### config.mk
export PLATFORM = sky130hd
export DESIGN_NAME = pipe_ctrl
export DESIGN_NICKNAME = d
export VERILOG_FILES = /design/src/rtl/pipe_ctrl.sv
export SDC_FILE = /design/constraint.sdc
export NUM_CORES = 1
export LEC_CHECK = 0
export CAP_MARGIN = 20
export CORE_MARGIN = 8
export CORE_UTILIZATION = 40
export CTS_CLUSTER_DIAMETER = 120
export DETAILED_ROUTE_END_ITERATION = 10
export PLACE_DENSITY_LB_ADDON = 0.1
export SYNTH_ARGS = -nofsm -noshare
export SYNTH_HDL_FRONTEND = slang
export SYNTH_SLANG_ARGS = --single-unit
### constraint.sdc
create_clock -name clk -period 2.2 [get_ports clk]
set_clock_uncertainty 0.2 [all_clocks]
set_input_delay 0.44 -clock clk [delete_from_list [all_inputs] [get_ports clk]]
set_output_delay 0.44 -clock clk [all_outputs]
set_load 0.1 [all_outputs]
### src/rtl/pipe_ctrl.sv
// pipe_ctrl: pipeline stall/flush control and single-port bus arbiter.
// Define PIPE_CTRL_BUS_TIMEOUT_EN to enable the 255-cycle bus timeout.
module pipe_ctrl (
  input  logic        clk,
  input  logic        rst,
  input  logic        stallreq_id,
  input  logic        stallreq_ex,
  input  logic        branch_flag,
  input  logic        if_req,
  input  logic [31:0] if_addr,
  output logic        if_ack,
  output logic [31:0] if_rdata,
  input  logic        mem_req,
  input  logic        mem_we,
  input  logic [31:0] mem_addr,
  input  logic [31:0] mem_wdata,
  input  logic [3:0]  mem_sel,
  output logic        mem_ack,
  output logic [31:0] mem_rdata,
  output logic        bus_req,
  output logic        bus_we,
  output logic [31:0] bus_addr,
  output logic [31:0] bus_wdata,
  output logic [3:0]  bus_sel,
  input  logic        bus_ack,
  input  logic [31:0] bus_rdata,
  output logic [5:0]  stall,
  output logic        flush,
  output logic        bus_timeout
);

  typedef enum logic [1:0] {
    IDLE,
    IF_XFER,
    MEM_XFER
  } state_t;

  state_t state, state_nx;
  logic   drop;
  logic   mem_go, if_go;
  logic   xfer, tmo, fin, drop_eff;

  // A request whose ack is being pulsed is already served.
  assign mem_go = mem_req && !mem_ack;
  assign if_go  = if_req && !if_ack;

  always_comb begin
    stall = 6'b000000;
    priority case (1'b1)
      mem_go:      stall = 6'b011111;
      stallreq_ex: stall = 6'b001111;
      stallreq_id: stall = 6'b000111;
      if_go:       stall = 6'b000011;
      default:     stall = 6'b000000;
    endcase
  end

  assign flush    = branch_flag && !stall[3];
  assign xfer     = state != IDLE;
  assign fin      = xfer && (bus_ack || tmo);
  assign drop_eff = drop || (flush && state == IF_XFER);

`ifdef PIPE_CTRL_BUS_TIMEOUT_EN
  logic [7:0] tcnt;
  logic       tmo_q;

  assign tmo         = xfer && !bus_ack && tcnt == 8'd254;
  assign bus_timeout = tmo_q;

  always_ff @(posedge clk or negedge rst) begin
    if (!rst) begin
      tcnt  <= 8'd0;
      tmo_q <= 1'b0;
    end else begin
      tmo_q <= tmo;
      tcnt  <= (xfer && !fin) ? tcnt + 8'd1 : 8'd0;
    end
  end
`else
  assign tmo         = 1'b0;
  assign bus_timeout = 1'b0;
`endif

  always_ff @(posedge clk or negedge rst) begin
    if (!rst) state <= IDLE;
    else      state <= state_nx;
  end

  always_comb begin
    state_nx = state;
    unique case (state)
      IDLE: begin
        if (mem_go)     state_nx = MEM_XFER;
        else if (if_go) state_nx = IF_XFER;
      end
      IF_XFER,
      MEM_XFER: begin
        if (fin) state_nx = IDLE;
      end
      default: state_nx = IDLE;
    endcase
  end

  always_ff @(posedge clk or negedge rst) begin
    if (!rst) begin
      drop      <= 1'b0;
      bus_req   <= 1'b0;
      bus_we    <= 1'b0;
      bus_addr  <= 32'd0;
      bus_wdata <= 32'd0;
      bus_sel   <= 4'd0;
      if_ack    <= 1'b0;
      mem_ack   <= 1'b0;
      if_rdata  <= 32'd0;
      mem_rdata <= 32'd0;
    end else begin
      if_ack  <= 1'b0;
      mem_ack <= 1'b0;
      unique case (state)
        IDLE: begin
          if (mem_go) begin
            bus_req   <= 1'b1;
            bus_we    <= mem_we;
            bus_addr  <= mem_addr;
            bus_wdata <= mem_wdata;
            bus_sel   <= mem_sel;
            drop      <= 1'b0;
          end else if (if_go) begin
            bus_req   <= 1'b1;
            bus_we    <= 1'b0;
            bus_addr  <= if_addr;
            bus_wdata <= 32'd0;
            bus_sel   <= 4'hf;
            drop      <= flush;
          end
        end
        IF_XFER: begin
          if (fin) begin
            bus_req <= 1'b0;
            drop    <= 1'b0;
            if (!drop_eff) begin
              if_ack   <= 1'b1;
              if_rdata <= tmo ? 32'd0 : bus_rdata;
            end
          end else begin
            drop <= drop_eff;
          end
        end
        MEM_XFER: begin
          if (fin) begin
            bus_req   <= 1'b0;
            mem_ack   <= 1'b1;
            mem_rdata <= tmo ? 32'd0 : bus_rdata;
          end
        end
        default: bus_req <= 1'b0;
      endcase
    end
  end

endmodule

## Word level (Yosys, flattened, before mapping)

Cells that the tools add are included.
W data, S select, Z words.

| cells by class | value |
|---|---|
| eq/ne operators | 4 |
| multiplexer cells | 29 |
| bitwise logic cells | 1 |
| reduce and logical (&&, ||, !) cells | 19 |

Operator list:

| operator | number |
|---|---|
| $mux W32 | 4 |
| $mux W6 | 3 |
| $mux W1 | 13 |
| $mux W2 | 4 |
| $mux W4 | 2 |
| $reduce_and A2 Y1 | 4 |
| $reduce_bool A2 Y1 | 3 |
| $logic_and A1 B1 Y1 | 5 |
| $pmux W1 S2 | 2 |
| $pmux W2 S2 | 1 |
| $logic_not A1 Y1 | 3 |
| $ne A3 B3 Y1 const B | 1 |
| $reduce_and A3 Y1 | 1 |
| $eq A2 B1 Y1 const B | 1 |
| $eq A2 B2 Y1 const B | 1 |
| $logic_not A2 Y1 | 1 |
| $ne A2 B1 Y1 const B | 1 |
| $reduce_or A2 Y1 | 1 |
| $logic_or A1 B1 Y1 | 1 |
| $not A1 Y1 | 1 |

| word-level totals | value |
|---|---|
| register bits | 139 |
| input bits | 141 |
| output and inout bits | 144 |

## Longest topological paths before layout

| logic depth | value |
|---|---|
| word-level depth | 13 |
| mapped depth | 8 |
| mapped depth without buffers | 5 |

## Least setup slack after synthesis

OpenSTA, ideal clock, no wires.

| path | value |
|---|---|
| path type | register to output |
| from | register mem_ack |
| to | output port stall[1] |
| arrival | 3.330 ns |
| data required time | 1.560 ns |
| setup slack | -1.770 ns |
| cell stages (with the launch flop) | 7 |
| path buffers | 2 |
| path through | dfrtp_1 > nand2b_1 > buf_6 > inv_4 > or3_1 > nand2b_1 > buf_4 |

| on the way | value |
|---|---|
| cells in the longest elaborated chain, start to end | 3 |

RTL lines:

| item | line | source |
|---|---|---|
| start: declaration | 18 | `output logic mem_ack,` |
| start signal: assignment | 113 | `mem_ack <= 1'b0;` |
| start signal: assignment | 118 | `mem_ack <= 1'b0;` |
| start signal: assignment | 152 | `mem_ack <= 1'b1;` |
| $logic_not A1 Y1 | 44 | `assign mem_go = mem_req && !mem_ack;` |
| $logic_and A1 B1 Y1 | 44 |  |
| $mux W6 | 49 | `priority case (1'b1)` |
| end: declaration | 27 | `output logic [5:0] stall,` |

No other way between the ends.

## Worst setup path after layout

Ends and elaborated chain as after synthesis.

==> impl_metrics.json <==
{
  "nNetsFinal": 851,
  "crit_path_start_kind": "register",
  "first_global_vias": 4777,
  "start_util_pct": 41.0,
  "hp-start": "bus_addr[13]$_DFFE_PN0P_",
  "synth.avg_cell_area_sq_um": 13.9,
  "postPlaceCellArea_sq_um": 8590,
  "hold_depth": 2,
  "fillers": 1069,
  "multi_input_area_sq_um": 2040,
  "grt_max_degree": 45,
  "htreeDepth": 4,
  "violations": "setup timing",
  "diodes": 0,
  "port_buffers": 282,
  "setup_viol": 3,
  "synth_cell_types": 30,
  "ys_seq_elements": 139,
  "synth_area_sq_um": 5690,
  "reg2reg_slack_ns": 0.05,
  "crit_start": "mem_ack$_DFF_PN0_",
  "finalCriticalPeriod_ns": 2.31,
  "num_rows": 43,
  "wire_per_inst_microns": 18.6,
  "end_kind": "primary output",
  "path_clk_slew_ns": 0.06,
  "seq_area_frac_synth_pct": 61.1,
  "synth_cells": 409,
  "crit_fanout": 3,
  "drt-initial-drc-count": 142,
  "status": "finished, violations left",
  "final-seq-area_sq_um": 3480,
  "hold_class": "reg -> reg",
  "max_freq_mhz": 433,
  "dp_hpwl_microns": 13100,
  "maxCapViolCount": 0,
  "final_hold_viol_count": 0,
  "drive_gt1_share_pct": 37.5,
  "gp_congestion": 0.795,
  "grt-ovfl-total": 0,
  "die_height_microns": 135,
  "rr_worst_depth": 8,
  "yosys_warnings": 0,
  "crit_arrival_ns": 1.67,
  "antenna_found_initial": 0,
  "vias_per_cell": 4.78,
  "drv_slew": 0,
  "cts_buffers": 17,
  "fp.dieW_microns": 135,
  "clkSinkCount": 139,
  "ios": 285,
  "drt-pass1-iter-count": 4,
  "post-route-period-util_pct": 105,
  "setup_ws_ns": -0.110,
  "drc": 0,
  "clkLatencyLatePin_ns": 0.40,
  "area_growth_pct": 61.6,
  "antenna_left": 0,
  "cts_tree": "yes",
  "grt_usage_pct": 18.7,
  "dieArea_sq_um": 18300,
  "r2r-start": "mem_ack$_DFF_PN0_",
  "cts_buffer_depth": 2,
  "core_sq_um": 13900,
  "grt_pass1_wl_microns": 26400,
  "rsz0062_at_grt": "yes",
  "stdcell_area_sq_um": 9200,
  "required_ns": 1.56,
  "routed_wirelength_microns": 16700,
  "vias": 4306,
  "worstSetupPathType": "reg -> out",
  "ctsRootBufferMaster": "clkbuf_16"
}
[per-stage QoR]
step / setup WS [ns] / hold WS, ns / util (%) / instances / setup TNS, ns
4_1_cts: -0.141 / 0.284 / 66.2 / 899 / -0.379
6_report: -0.110 / 0.279 / 66.3 / 900 / -0.286
3_5_place_dp: -0.255 / 0.178 / 61.9 / 864 / -12.96
5_1_grt: -0.166 / 0.298 / 66.3 / 900 / -0.511
2_1_floorplan: -0.496 / -0.0556 / - / 410 / -0.755
3_3_place_gp: -0.250 / 0.177 / 61.9 / 864 / -11.26
[worst paths after layout]
| path | endpoint |
|---|---|
| worst max-delay path | stall[1] |
| worst min-delay path | bus_addr[13]$_DFFE_PN0P_ |
| worst max register to register | if_rdata[28]$_DFFE_PN0P_ |
| worst min register to register | bus_addr[13]$_DFFE_PN0P_ |
| max in group asynchronous | mem_rdata[20]$_DFFE_PN0P_ |
| min in group asynchronous | bus_addr[25]$_DFFE_PN0P_ |
[flip-flops by register name, indices dropped and copies added (netlist names), 2 cells and up]
signal	cells
bus_addr	32
bus_wdata	32
if_rdata	32
mem_rdata	32
bus_sel	4
state	2
[final cells by class]
class | count | area share [%]
Inverter | 7 | 0.313
Multi-Input combinational cell | 234 | 22.2
Timing Repair Buffer | 308 | 31.1
Sequential cell | 139 | 37.9
Clock buffer | 26 | 5.43
Tap cell | 180 | 2.45
Clock inverter | 6 | 0.666
[Yosys cell counts]
| cell type | n | area (sq um) |
|---|---|---|
| nand3_4 | 1 | 17.5 |
| nor2b_1 | 2 | 12.5 |
| a21bo_2 | 1 | 10.0 |
| conb_1 | 1 | 3.75 |
| nand2b_1 | 4 | 25.0 |
| a21oi_1 | 1 | 5.00 |
| or3_1 | 1 | 6.26 |
| buf_6 | 4 | 45.0 |
| a31oi_4 | 1 | 21.3 |
| o21a_1 | 2 | 15.0 |
| o21ai_0 | 36 | 180 |
| nor3_1 | 2 | 10.0 |
| inv_4 | 1 | 6.26 |
| o22a_1 | 4 | 35.0 |
| mux2_2 | 35 | 394 |
| inv_1 | 6 | 22.5 |
| a22o_1 | 33 | 289 |
| dfrtp_1 | 139 | 3480 |
| mux2_4 | 29 | 435 |
| buf_4 | 4 | 30.0 |
| o22ai_1 | 1 | 6.26 |
| clkbuf_1 | 8 | 30.0 |
| and2_1 | 2 | 12.5 |
| nand2_2 | 1 | 6.26 |
| o31ai_1 | 1 | 7.51 |
| nand2_1 | 38 | 143 |
| mux2i_1 | 33 | 330 |
| ha_1 | 3 | 37.5 |
| buf_2 | 14 | 70.1 |
| and3_1 | 1 | 6.26 |
[worst max-delay path: stages (launching register included)]
cell and delay (ns):
dfrtp_4 0.40, nand2b_4 0.15, inv_4 0.03, or3_4 0.33
nand2b_4 0.18, buf_12 0.17
[routing by layer]
metal  vias to the layer above  global-route usage, %  wire length, microns
li1                       2035                      -                     -
met1                      2093                   21.0                  6460
met4                         0                   6.48                   293
met3                        19                   7.53                  1420
met5                         -                      0                     0
met2                       159                   31.5                  8540
[cells in the final DEF (no fill, tap or decap), drive strengths merged]
cell type / count
buf: 168
dfrtp: 139
clkdlybuf4s50: 138
mux2: 64
nand2: 39
o21ai: 36
mux2i: 33
a22o: 33
clkbuf: 26
inv: 7
o22a: 4
clkinv: 4
nand2b: 4
ha: 3
nor2b: 2
and2: 2
nor3: 2
o21a: 2
conb: 2
or3: 1
a31oi: 1
nand3: 1
and3: 1
a21bo: 1
o22ai: 1
a21oi: 1
o31ai: 1
clkinvlp: 1
bufinv: 1
dlygate4sd3: 1
dlygate4sd2: 1
[timing repair]
| action | 4_1_cts | 5_1_grt |
|---|---|---|
| resized for setup | 3 | 1 |
| hold buffers | 1 | 0 |
| endpoints found under the setup margin | 6 | 5 |
| buffers inserted | 2 | 1 |
| hold endpoints to repair | 37 | 0 |
| pin swaps | 0 | 1 |
[kinds of logic after synthesis]
kind of cell	synth area share [%]
buffers and inverters	3.58
AO/OA/AOI/OAI	10.0
adder cells (fa/ha/maj)	0.660
flip-flops	61.1
multiplexers	20.4
AND/OR/NAND/NOR	4.20
other	0.0659
Power is left out: the tool's default activity adds up to more than one toggle a clock period on the data nets, which glitch-free logic cannot reach.
